**config.mk**
```make
export PLATFORM = sky130hd
export DESIGN_NAME = seg_scan_flat
export DESIGN_NICKNAME = d
export VERILOG_FILES = /design/src/rtl/seg_scan_if.sv /design/src/rtl/seg_scan.sv /design/src/flat_wrapper.sv
export SDC_FILE = /design/constraint.sdc
export NUM_CORES = 1
export LEC_CHECK = 0
export CAP_MARGIN = 40
export CORE_ASPECT_RATIO = 0.5
export CORE_UTILIZATION = 40
export CTS_CLUSTER_SIZE = 8
export DETAILED_ROUTE_END_ITERATION = 8
export SLEW_MARGIN = 20
export SYNTH_ARGS = -nofsm -noshare
export SYNTH_HDL_FRONTEND = slang
export SYNTH_SLANG_ARGS = --single-unit
```
**constraint.sdc**
```tcl
create_clock -name clk -period 2.8 [get_ports clk]
set_input_delay 0.42 -clock clk [delete_from_list [all_inputs] [get_ports clk]]
set_output_delay 0.42 -clock clk [all_outputs]
set_load 0.1 [all_outputs]
```
**src/rtl/seg_scan_if.sv**
```systemverilog
// ----------------------------------------------------------------------------
// seg_scan_if
//   Bundles the pattern inputs and the scanned-display outputs of seg_scan.
//
//   Signals:
//     en          scan enable (0 blanks the display and parks the counters)
//     bright      4-bit brightness, 0 = off, 15 = full on
//     seg0..seg7  per-digit segment patterns, active-low, bit7..0 = a..g,dp
//     seg_out     shared segment bus, active-low
//     an_out      digit enables, active-low, bit i = digit i
//     frame_tick  one-cycle pulse when the shadow registers load
//
//   Modports:
//     master  upstream side: drives patterns/controls, observes the display
//     slave   seg_scan side: consumes patterns/controls, drives the display
// ----------------------------------------------------------------------------
interface seg_scan_if;
    logic       en;
    logic [3:0] bright;
    logic [7:0] seg0;
    logic [7:0] seg1;
    logic [7:0] seg2;
    logic [7:0] seg3;
    logic [7:0] seg4;
    logic [7:0] seg5;
    logic [7:0] seg6;
    logic [7:0] seg7;
    logic [7:0] seg_out;
    logic [7:0] an_out;
    logic       frame_tick;

    modport master (
        output en, bright, seg0, seg1, seg2, seg3, seg4, seg5, seg6, seg7,
        input  seg_out, an_out, frame_tick
    );

    modport slave (
        input  en, bright, seg0, seg1, seg2, seg3, seg4, seg5, seg6, seg7,
        output seg_out, an_out, frame_tick
    );
endinterface

```
**src/rtl/seg_scan.sv**
```systemverilog
// ----------------------------------------------------------------------------
// seg_scan
//   Time-multiplexes eight 8-bit segment patterns onto one shared segment bus
//   plus eight digit enables for scanned common-anode displays. Each digit
//   slot is CLK_DIV cycles long; the first BLANK cycles of every slot keep all
//   digits dark to stop ghosting. Brightness is a 4-bit PWM on the low nibble
//   of the slot counter. Patterns are copied into shadow registers once per
//   frame so a frame never mixes old and new patterns.
//
//   Ports:
//     clk    system clock
//     rst    asynchronous active-low reset (0 = reset asserted)
//     bus    seg_scan_if.slave (en, bright, seg0..seg7 in;
//            seg_out, an_out, frame_tick out)
//
//   Parameters:
//     CLK_DIV  clk cycles per digit slot (>= 2 and > BLANK)
//     BLANK    blanked cycles at the start of each slot (0 = no blanking)
// ----------------------------------------------------------------------------
module seg_scan #(
    parameter int CLK_DIV = 50000,
    parameter int BLANK   = 16
) (
    input  logic        clk,
    input  logic        rst,
    seg_scan_if.slave   bus
);

    // The PWM compare needs slot_cnt[3:0], so the counter is never narrower
    // than four bits even for tiny CLK_DIV values.
    localparam int CNT_W = ($clog2(CLK_DIV) < 4) ? 4 : $clog2(CLK_DIV);
    localparam logic [CNT_W-1:0] LAST_C  = CNT_W'(CLK_DIV - 1);
    localparam logic [CNT_W-1:0] BLANK_C = CNT_W'(BLANK);

    typedef enum logic [1:0] {
        ST_IDLE  = 2'd0,
        ST_BLANK = 2'd1,
        ST_SHOW  = 2'd2
    } state_t;

    state_t           state_r;
    state_t           state_nxt_s;
    logic [CNT_W-1:0] slot_cnt_r;
    logic [CNT_W-1:0] slot_nxt_s;
    logic [2:0]       dig_r;
    logic [2:0]       dig_nxt_s;
    logic             load_s;
    logic             digit_on_s;
    logic [7:0]       seg_in_s  [8];
    logic [7:0]       shadow_r  [8];
    logic [7:0]       seg_out_r;
    logic [7:0]       an_out_r;
    logic             frame_tick_r;

    assign seg_in_s[0] = bus.seg0;
    assign seg_in_s[1] = bus.seg1;
    assign seg_in_s[2] = bus.seg2;
    assign seg_in_s[3] = bus.seg3;
    assign seg_in_s[4] = bus.seg4;
    assign seg_in_s[5] = bus.seg5;
    assign seg_in_s[6] = bus.seg6;
    assign seg_in_s[7] = bus.seg7;

    // Next-state logic: slot/digit counting, frame start detection, state.
    always_comb begin
        state_nxt_s = ST_IDLE;
        slot_nxt_s  = '0;
        dig_nxt_s   = 3'd0;
        load_s      = 1'b0;
        if (bus.en == 1'b0) begin
            // Parked: counters held at zero, shadow registers untouched.
            state_nxt_s = ST_IDLE;
        end else begin
            case (state_r)
                ST_IDLE: begin
                    // Fresh start always begins a new frame at digit 0.
                    load_s = 1'b1;
                end
                ST_BLANK, ST_SHOW: begin
                    if (slot_cnt_r == LAST_C) begin
                        dig_nxt_s = dig_r + 3'd1;
                        load_s    = (dig_r == 3'd7);
                    end else begin
                        slot_nxt_s = slot_cnt_r + {{(CNT_W-1){1'b0}}, 1'b1};
                        dig_nxt_s  = dig_r;
                    end
                end
                default: begin
                    load_s = 1'b1;
                end
            endcase
            // State mirrors where the next slot count sits in the slot.
            if (slot_nxt_s < BLANK_C) begin
                state_nxt_s = ST_BLANK;
            end else begin
                state_nxt_s = ST_SHOW;
            end
        end
    end

    // PWM gate: full brightness bypasses the compare so 4'hF is truly 100%.
    always_comb begin
        digit_on_s = 1'b0;
        if (state_r == ST_SHOW) begin
            digit_on_s = (bus.bright == 4'hF) || (slot_cnt_r[3:0] < bus.bright);
        end else begin
            digit_on_s = 1'b0;
        end
    end

    // State, slot counter and digit index registers.
    always_ff @(posedge clk or negedge rst) begin
        if (!rst) begin
            state_r    <= ST_IDLE;
            slot_cnt_r <= '0;
            dig_r      <= 3'd0;
        end else begin
            state_r    <= state_nxt_s;
            slot_cnt_r <= slot_nxt_s;
            dig_r      <= dig_nxt_s;
        end
    end

    // Frame-coherent shadow copy of the eight patterns plus the load pulse.
    always_ff @(posedge clk or negedge rst) begin
        if (!rst) begin
            for (int i = 0; i < 8; i++) begin
                shadow_r[i] <= 8'hFF;
            end
            frame_tick_r <= 1'b0;
        end else begin
            if (load_s) begin
                for (int i = 0; i < 8; i++) begin
                    shadow_r[i] <= seg_in_s[i];
                end
            end
            frame_tick_r <= load_s;
        end
    end

    // Registered display drive; at most one anode low, segments dark when off.
    always_ff @(posedge clk or negedge rst) begin
        if (!rst) begin
            seg_out_r <= 8'hFF;
            an_out_r  <= 8'hFF;
        end else if (digit_on_s) begin
            seg_out_r <= shadow_r[dig_r];
            an_out_r  <= ~(8'h01 << dig_r);
        end else begin
            seg_out_r <= 8'hFF;
            an_out_r  <= 8'hFF;
        end
    end

    assign bus.seg_out    = seg_out_r;
    assign bus.an_out     = an_out_r;
    assign bus.frame_tick = frame_tick_r;

endmodule

```
**src/flat_wrapper.sv**
```systemverilog
// flat-port wrapper written by rule: the top's interface ports become plain ports
module seg_scan_flat 
#(
    parameter int CLK_DIV = 50000,
    parameter int BLANK   = 16
)
  (clk, rst, bus_en, bus_bright, bus_seg0, bus_seg1, bus_seg2, bus_seg3, bus_seg4, bus_seg5, bus_seg6, bus_seg7, bus_seg_out, bus_an_out, bus_frame_tick);
  seg_scan_if bus_i ();
  input  logic clk;
  input  logic rst;
  input wire logic [$bits(bus_i.en)-1:0] bus_en;
  input wire logic [$bits(bus_i.bright)-1:0] bus_bright;
  input wire logic [$bits(bus_i.seg0)-1:0] bus_seg0;
  input wire logic [$bits(bus_i.seg1)-1:0] bus_seg1;
  input wire logic [$bits(bus_i.seg2)-1:0] bus_seg2;
  input wire logic [$bits(bus_i.seg3)-1:0] bus_seg3;
  input wire logic [$bits(bus_i.seg4)-1:0] bus_seg4;
  input wire logic [$bits(bus_i.seg5)-1:0] bus_seg5;
  input wire logic [$bits(bus_i.seg6)-1:0] bus_seg6;
  input wire logic [$bits(bus_i.seg7)-1:0] bus_seg7;
  output wire logic [$bits(bus_i.seg_out)-1:0] bus_seg_out;
  output wire logic [$bits(bus_i.an_out)-1:0] bus_an_out;
  output wire logic [$bits(bus_i.frame_tick)-1:0] bus_frame_tick;
  assign bus_i.en = bus_en;
  assign bus_i.bright = bus_bright;
  assign bus_i.seg0 = bus_seg0;
  assign bus_i.seg1 = bus_seg1;
  assign bus_i.seg2 = bus_seg2;
  assign bus_i.seg3 = bus_seg3;
  assign bus_i.seg4 = bus_seg4;
  assign bus_i.seg5 = bus_seg5;
  assign bus_i.seg6 = bus_seg6;
  assign bus_i.seg7 = bus_seg7;
  assign bus_seg_out = bus_i.seg_out;
  assign bus_an_out = bus_i.an_out;
  assign bus_frame_tick = bus_i.frame_tick;
  seg_scan #(.CLK_DIV(CLK_DIV), .BLANK(BLANK)) u_core (.clk(clk), .rst(rst), .bus(bus_i));
endmodule
```
==> results.tsv, run 1 <==
metric	value	unit
run status	completed	
Area growth, synth to finish	23.00	%
top post-synthesis cells by area	dfstp_2 41%, mux2_4 14%, dfrtp_1 11%, mux4_2 6.9%, mux2_2 3.3%	
f_max	0.4266	GHz
post-synthesis net count	443	
all-layer global routing usage	0.1720	
post-CTS sizing	0	
Die Y	82.54	um
CP max FO	65	
mapped cell area	0.005189	sq mm
Worst Path Arrival	2.62	ns
drt wl/cell	17.43	um
syn_area_per_cell	14.37	sq um
CTS Sinks	102	
Netlist cell types	46	
GRT overflow	0	
CP startpoint kind	flip-flop	
Period minus WS final	2.344	ns
most frequent cells in the layout	80 x dfstp_2, 69 x clkdlybuf4s50_1, 49 x mux2_4	
path depth of the worst reg2reg path	7	
final hold violations	0	
CTS Buffer Depth	2	
H-tree Lvls	3	
# rows	28	
initial drt markers	160	
switching part of the total	0.2411	
worst-skew pair later-pin latency	0.35	ns
Final Cycle Share	0.8371	
leading cell type in the layout, fill and taps excluded	dfstp_2	
residual DRC count	0	
Routed WL	10.63	mm
post-CTS setup buffers	0	
CORE AREA	0.01223	sq mm
Seq pwr share	0.510	
maximum vdd drop	332.4	uV
Gate power share	0.149	
vias in the first global route	3437	
final max-slew violation count	0	
vias	3082	
routed vias/inst	5.052	
Buffers on Ports	87	
RSZ-0062 raised after global routing	no	
Root Driver	clkbuf_16	
LEAKAGE	0.002569	uW
Clock power frac	0.341	
cts bufs inserted	9	
Hold WC Path Type	in2async	
Fin Hold WS	0.1463	ns
Syn Inst Count	361	
leading area contributor after synthesis	dfstp_2	
wl on met1	4.838	mm
Setup crit end kind	flip-flop	
Final GP Congestion	0.7617	
Die W	163.1	um
clk slew on worst S/H paths	0.07	ns
Starting Density	0.4244	
Critical Path RT	3.08	ns
CTS tree	done	
largest net degree at the start of global routing	103	
Power per Cell Area	570.6	mW/mm^2
cts hold-fix bufs	0	
# IOs	88	
relative slew slack	0.5714	
die area	0.01346	sq mm
Setup Crit Path Kind	reg2reg	
dpl hpwl	7.263	mm
# diodes	0	
first-pass GRT wire length	17.62	mm
sequential cell area fraction in the yosys report	0.5112	
Yosys top cell area share	0.4051	
synthesis-stage register bit count	102	
max-cap viol count	0	
final setup fails	0	
Cell Int Power	2764	uW
clock skew	0.01170	ns
WL met2	5.393	mm
worst-margin pin slew	0.6429	ns
DR WL met3	326	um
Top Metal Used	met4	
Total Negative Setup Slacks	0	ns
nets	522	
post-route ant nets	0	
yosys warns	0	
initial antenna violation count	0	
switching power	878.1	uW
DR pass1 iterations	4	
share of cells above drive strength 1	0.4719	
-- registers in the layout, summed over array words and instances (netlist names) --
| name | count |
|---|---|
| u_core.bus.an_out | 8 |
| u_core.slot_cnt_r | 16 |
| u_core.dig_r | 3 |
| u_core.state_r | 2 |
| u_core.bus.seg_out | 8 |
| u_core.bus.frame_tick | 1 |
| u_core.shadow_r | 64 |
-- synth_stat cells, drive strengths merged --
library cell,count
buf,18
a221oi,1
a21oi,1
nand4,4
mux2,64
o31ai,1
ha,11
dfstp,80
xnor2,14
a41o,1
o21ai,1
clkbuf,8
a211oi,2
nand2b,3
mux4,16
nand3,6
and3,3
a211o,1
o211ai,2
nor4b,2
mux2i,1
and4bb,2
o21a,1
inv,14
xor2,4
nor3,4
nand2,22
a311o,1
nor2,26
o31a,1
a21o,2
or4,1
a31oi,2
o2111ai,14
a21boi,1
nor4,4
dfrtp,22
-- critical path, cell delays in order, from the launching register on --
cell and delay [ns]:
dfrtp_1 0.44, ha_1 0.24, and3_1 0.31, nand4_4 0.18, nor2_2 0.14, o21a_4 0.14
buf_12 0.35, mux2_2 0.39
-- layout make-up --
class | count | area (sq um)
sequential | 102 | 2653
clock inverter | 7 | 73.82
multi-input combinational | 219 | 2268
fill | 1022 | 5844
tap | 165 | 206.4
timing repair buffer | 94 | 903.4
inverter | 14 | 52.55
clock buffer | 9 | 225.2
-- per-stage QoR --
| step | util | setup WS [ns] | cells | power [uW] | cell area (sq um) |
|---|---|---|---|---|---|
| 6_report | 0.5220 | 0.4561 | 610 | 3642 | 6382 |
| 5_1_grt | 0.5220 | 0.3537 | 610 | 3805 | 6382 |
| 4_1_cts | 0.5220 | 0.4768 | 610 | 3689 | 6382 |
| 3_5_place_dp | 0.4975 | 0.4731 | 594 | 2426 | 6083 |
| 3_3_place_gp | 0.4975 | 0.5435 | 594 | 2398 | 6083 |
| 2_1_floorplan | - | 0.8300 | 361 | 2219 | 5189 |
-- logic make-up after synthesis --
group | count (synthesis) | share of synthesized area
AOI/OAI and AO/OA | 32 | 0.05136
xor gates and xnor gates | 18 | 0.03038
adders and majority gates | 11 | 0.02652
buffers and inverters | 40 | 0.05281
DFF | 102 | 0.5112
muxes | 81 | 0.2457
and+or+nand+nor | 77 | 0.08199
-- final timing paths --
path | start | to | slack [ns]
setup / recovery | u_core.slot_cnt_r[1] | u_core.shadow_r[19] | 0.46
hold / removal | rst | u_core.bus.frame_tick | 0.15
setup reg to reg | u_core.slot_cnt_r[1] | u_core.shadow_r[19] | 0.46
hold reg to reg | u_core.slot_cnt_r[0] | u_core.slot_cnt_r[0] | 0.55
max in group asynchronous | rst | u_core.bus.an_out[3] | 2.27
min in group clk | u_core.slot_cnt_r[0] | u_core.slot_cnt_r[0] | 0.55
-- power groups by stage --
stage	Clock, uW	Sequential (uW)	Combinational, uW
2_1_floorplan	0	1850	372
3_3_place_gp	0	1870	530
3_5_place_dp	0	1880	548
4_1_cts	1280	1860	551
5_1_grt	1340	1880	583
6_report	1240	1860	542
-- layer usage --
layer  vias to the layer above  GRT usage
met5                         -          0
li1                       1457          -
met1                      1572     0.2124
met2                        48     0.3055
met4                         0    0.03645
met3                         5    0.04695
(Power assumes the default switching activity.)
==> inputs of run 2 (changes only) <==
==> constraint.sdc (replaced) <==
create_clock -name clk -period 2.25 [get_ports clk]
set_input_delay 0.3375 -clock clk [delete_from_list [all_inputs] [get_ports clk]]
set_output_delay 0.3375 -clock clk [all_outputs]
set_load 0.1 [all_outputs]
==> run 2 against run 1 <==
Non-clock buffer count grew 11. Sequential power is 24% higher. Sequential share of layout area down 0.89 points. Clock power increased by 37%. Die area did not move. Register-to-register slack got worse by 0.29 ns. Critical path type unchanged.
==> results.tsv, run 2 (synthesis gave the netlist of run 1 again) <==
metric	value	unit	change
Critical Path RT	2.52	ns	-0.56 ns
maximum vdd drop	412.0	uV	+24%
# rows	28		unchanged
final max-slew violation count	0		unchanged
CP peak stage delay	0.43	ns	about the same
Setup Crit Path Kind	reg2reg		
R2R Path End	u_core.shadow_r[50]		
Final GP Congestion	0.7829		+2.8%
clk slew on worst S/H paths	0.07	ns	about the same
CP startpoint kind	flip-flop		
all-layer global routing usage	0.1702		-0.001818
Hold WC Path Type	in2async		
CP Cell Sequence	ha_1 > and3_1 > nand4_4 > nor2_2 > o21a_4 > buf_12 > mux2_4		
relative slew slack	0.5962		+0.02479
LEAKAGE	0.002645	uW	+2.9%
post-CTS sizing	0		unchanged
Largest regs	u_core.shadow_r (64), u_core.slot_cnt_r (16)		
max-cap viol count	0		unchanged
CTS tree	done		
Worst Path Arrival	2.35	ns	-0.27 ns
Area growth, synth to finish	25.68	%	
CP max FO	29		-55%
final setup fails	0		unchanged
residual DRC count	0		unchanged
CP max-delay cell	dfrtp_1		
Power per Cell Area	721.0	mW/mm^2	+26%
Layout Utilization	0.5334		+0.01136
Routed WL	10.53	mm	-0.95%
Starting Density	0.4244		unchanged
Multi-input gate area	0.002268	sq mm	unchanged
dpl hpwl	7.584	mm	+4.4%
worst-margin pin slew	0.6057	ns	-0.03719 ns
largest net degree at the start of global routing	50		-51%
first-pass GRT wire length	17.25	mm	-2.1%
R2R Setup Slk	0.17	ns	-0.29 ns
Final Cycle Share	0.9254		+0.08825
CORE AREA	0.01223	sq mm	unchanged
drt wl/cell	16.96	um	-2.7%
# IOs	88		unchanged
cts bufs inserted	9		unchanged
register area	0.002653	sq mm	unchanged
most frequent cells in the layout	80 x dfstp_2, 69 x clkdlybuf4s50_1, 49 x mux2_4		
CTS Sinks	102		unchanged
die area	0.01346	sq mm	unchanged
beginning of the critical path	u_core.slot_cnt_r[0]		
final hold violations	0		unchanged
leading cell type in the layout, fill and taps excluded	dfstp_2		
Die W	163.1	um	unchanged
CP top delay family	simple AND/OR/NAND/NOR gates		
H-tree Lvls	3		unchanged
max reg flops	64		unchanged
initial antenna violation count	0		unchanged
Die Y	82.54	um	unchanged
routed vias/inst	5.026		-0.53%
path depth of the worst reg2reg path	7		unchanged
Setup crit end kind	flip-flop		
GRT overflow	0		unchanged
worst-skew pair later-pin latency	0.34	ns	about the same
DR pass1 iterations	4		unchanged
Reg with most FFs	u_core.shadow_r		
f_max	0.4803	GHz	+13%
share of cells above drive strength 1	0.4825		+0.01055
clock skew	0.01041	ns	-0.001283 ns
r2r startpoint	u_core.slot_cnt_r[0]		
run status	completed		
Total Negative Setup Slacks	0	ns	unchanged
vias in the first global route	3306		-3.8%
RSZ-0062 raised after global routing	no		
nets	533		+2.1%
Buffers on Ports	87		unchanged
Root Driver	clkbuf_16		
Buf+Inv Stages, Crit Path	1		unchanged
# diodes	0		unchanged
initial drt markers	189		+18%
vias	3121		+1.3%
CTS Buffer Depth	2		unchanged
Filler cells	1019		-0.29%
post-route ant nets	0		unchanged
Period minus WS final	2.082	ns	-0.2619 ns
[run 2: cell count changes in the layout (fill, tap and decap cells not counted)]
cell           change
buf_4              +8
bufinv_16          +2
inv_8              -1
clkinv_2           +1
clkinv_4           -1
dlygate4sd3_1      +1
buf_12             +2
clkinv_8           -1
[run 2: what timing repair did]
action                                 4_1_cts  5_1_grt
endpoints found under the hold margin        1        0
buffers inserted                             0        0
hold buffers                                 1        0
[run 2: final cells by class]
| class | count | area share |
|---|---|---|
| Sequential cell | 102 | 0.4068 |
| Multi-Input combinational cell | 219 | 0.3479 |
| Timing Repair Buffer | 105 | 0.1554 |
| Clock buffer | 9 | 0.03454 |
| Tap cell | 165 | 0.03166 |
| Clock inverter | 7 | 0.01573 |
| Inverter | 14 | 0.008058 |
[run 2: stage by stage]
stage          hold WS (ns)  std cells  worst slack, ns  total power, uW  cell area, sq um
6_report             0.4941        621           0.1679             4702              6521
5_1_grt              0.5407        621          0.01755             4915              6521
4_1_cts              0.4991        621           0.1390             4768              6521
3_5_place_dp         0.3275        604           0.1399             3033              6183
3_3_place_gp         0.3033        604           0.1575             3000              6183
2_1_floorplan       0.04191        361           0.2800             2762              5189
[run 2: where the power goes]
part / switching (uW) / internal, uW / total (uW)
clock: 712 / 991 / 1700
sequential: 116 / 2190 / 2310
combinational: 219 / 468 / 687
[run 2: how the worst max path moves through the flow]
| stage | cells past startpoint | endpoint | slack [ns] |
|---|---|---|---|
| after global routing | 7 | u_core.shadow_r[35] | 0.02 |
| after floorplan | 9 | u_core.shadow_r[0] | 0.28 |
| after detailed placement | 8 | u_core.bus.an_out[6] | 0.14 |
| after CTS | 7 | u_core.shadow_r[50] | 0.14 |
| final | 7 | u_core.shadow_r[50] | 0.17 |
| after global placement | 8 | u_core.bus.seg_out[5] | 0.16 |
[run 2: routing by layer]
metal,vias up,track usage,wire (um)
met2,56,0.2902,5222
met1,1577,0.2180,4888
met5,-,0,0
met3,11,0.04396,332
met4,0,0.04393,87
li1,1477,-,-
==> inputs of run 3 (changes only) <==
--- a/config.mk
+++ b/config.mk
@@ -10,6 +10,7 @@
 export CORE_UTILIZATION = 40
 export CTS_CLUSTER_SIZE = 8
 export DETAILED_ROUTE_END_ITERATION = 8
+export MAX_ROUTING_LAYER = met4
 export SLEW_MARGIN = 20
 export SYNTH_ARGS = -nofsm -noshare
 export SYNTH_HDL_FRONTEND = slang
==> run 3 against run 2 <==
Die area unchanged. Wire length fell by 0.17%. Largest power group unchanged. Critical path type unchanged. Global-route usage increased by 0.58 points. Clock power hardly changed. Sequential power about the same. Critical endpoint unchanged. Sequential share of layout area unchanged. Power fell by 0.12%. Combinational power hardly changed. Cell area did not move.
==> results.tsv, run 3 (synthesis gave the netlist of run 1 again) <==
metric	value	unit	change
run status	completed		
met2 usage	0.2898		-0.0004255
worst-margin pin slew	0.6027	ns	-0.003055 ns
f_max	0.4809	GHz	+0.12%
final max-slew violation count	0		unchanged
Die Y	82.54	um	unchanged
Final GP Congestion	0.7937		+1.4%
# diodes	0		unchanged
dpl cells	604		unchanged
Total Negative Setup Slacks	0	ns	unchanged
largest net degree at the start of global routing	50		unchanged
CP startpoint kind	flip-flop		
vias in the first global route	3303		-0.091%
Hold WC Path Type	in2async		
Total Power	4696	uW	-0.12%
routed vias/inst	4.987		-0.77%
max-cap viol count	0		unchanged
R2R Path End	u_core.shadow_r[50]		
vias	3097		-0.77%
Setup Crit Path Kind	reg2reg		
Finished Layout Cells	621		unchanged
Layout Utilization	0.5334		unchanged
max reg flops	64		unchanged
met1 layer usage reported by global route	0.2205		+0.002538
path depth of the worst reg2reg path	7		unchanged
die area	0.01346	sq mm	unchanged
CTS Sinks	102		unchanged
r2r startpoint	u_core.slot_cnt_r[0]		
Setup crit end kind	flip-flop		
Fin Hold WS	0.4925	ns	-0.001571 ns
CTS tree	done		
first-pass GRT wire length	17.29	mm	+0.24%
GRT overflow	0		unchanged
CTS Buffer Depth	2		unchanged
CORE AREA	0.01223	sq mm	unchanged
cts bufs inserted	9		unchanged
drt wl/cell	16.93	um	-0.17%
Largest regs	u_core.shadow_r (64), u_core.slot_cnt_r (16)		
most frequent cells in the layout	80 x dfstp_2, 69 x clkdlybuf4s50_1, 49 x mux2_4		
Final Cycle Share	0.9242		-0.001136
# rows	28		unchanged
# IOs	88		unchanged
relative slew slack	0.5982		+0.002037
dpl hpwl	7.584	mm	unchanged
RSZ-0062 raised after global routing	no		
Buffers on Ports	87		unchanged
Routed WL	10.51	mm	-0.17%
Worst Path Arrival	2.35	ns	about the same
maximum vdd drop	408.2	uV	-0.92%
DR pass1 iterations	4		unchanged
M3 GR Usage	0.04146		-0.002498
nets	533		unchanged
Critical Path RT	2.52	ns	about the same
residual DRC count	0		unchanged
Reg with most FFs	u_core.shadow_r		
Power per Cell Area	720.1	mW/mm^2	-0.12%
register area	0.002653	sq mm	unchanged
beginning of the critical path	u_core.slot_cnt_r[0]		
clk slew on worst S/H paths	0.07	ns	about the same
Starting Density	0.4244		unchanged
all-layer global routing usage	0.1760		+0.005823
leading cell type in the layout, fill and taps excluded	dfstp_2		
final hold violations	0		unchanged
post-route ant nets	0		unchanged
crit path to	u_core.shadow_r[50]		
initial drt markers	227		+20%
clock skew	0.009641	ns	-0.0007729 ns
worst-skew pair later-pin latency	0.34	ns	about the same
Filler cells	1019		unchanged
LEAKAGE	0.002645	uW	unchanged
H-tree Lvls	3		unchanged
Area growth, synth to finish	25.68	%	unchanged
final setup fails	0		unchanged
CP max FO	29		unchanged
initial antenna violation count	0		unchanged
Root Driver	clkbuf_16		
Die W	163.1	um	unchanged
Multi-input gate area	0.002268	sq mm	unchanged
R2R Setup Slk	0.17	ns	about the same
Period minus WS final	2.080	ns	-0.002555 ns
share of cells above drive strength 1	0.4825		unchanged
GR peak layer	met2		
## run 3: cell counts in the layout (fill, tap and decap cells not counted)
No cell type changed its count.
## run 3: timing repair
action	in CTS	in global routing
hold buffers	1	0
setup buffers	0	0
hold endpoints to repair	1	0
resized for setup	0	0
## run 3: worst min path at each step
stage	depth (start not counted)	slack (ns)	endpoint	start
floorplan	0	0.04	u_core.bus.frame_tick	rst
global placement	1	0.30	u_core.bus.frame_tick	rst
detailed placement	1	0.33	u_core.bus.frame_tick	rst
CTS	2	0.50	u_core.bus.frame_tick	rst
global route	2	0.55	u_core.bus.frame_tick	rst
finish	2	0.49	u_core.bus.frame_tick	rst
## run 3: layer usage
metal  vias to the layer above  share of wire
met5                         -              0
met4                         0         0.0071
met3                         6          0.027
met2                        46           0.50
met1                      1568           0.47
li1                       1477              -
## run 3: critical path: stages, from the launching register on
cell and delay (ns):
dfrtp_1 0.43, ha_1 0.23, and3_1 0.32, nand4_4 0.12, nor2_2 0.11, o21a_4 0.20, buf_12 0.25, mux2_4 0.33
## run 3: metrics by stage
step                cell area (sq um)  worst slack, ns
finish                           6521           0.1705
global route                     6521          0.01759
CTS                              6521           0.1390
detailed placement               6183           0.1399
global placement                 6183           0.1575
floorplan                        5189           0.2800
## run 3: report_power, final
part | switching [uW] | total, uW | leakage (uW) | internal (uW)
Clock | 706 | 1700 | 0.000162 | 991
Combinational | 219 | 687 | 0.00134 | 468
Sequential | 117 | 2310 | 0.00114 | 2190
Total | 1040 | 4700 | 0.00265 | 3650
## run 3: area by class of cell
cell class                 count  share of cell area
clock buffer                   9             0.03454
clock inverter                 7             0.01573
inverter                      14            0.008058
multi-input combinational    219              0.3479
sequential                   102              0.4068
tap                          165             0.03166
timing repair buffer         105              0.1554
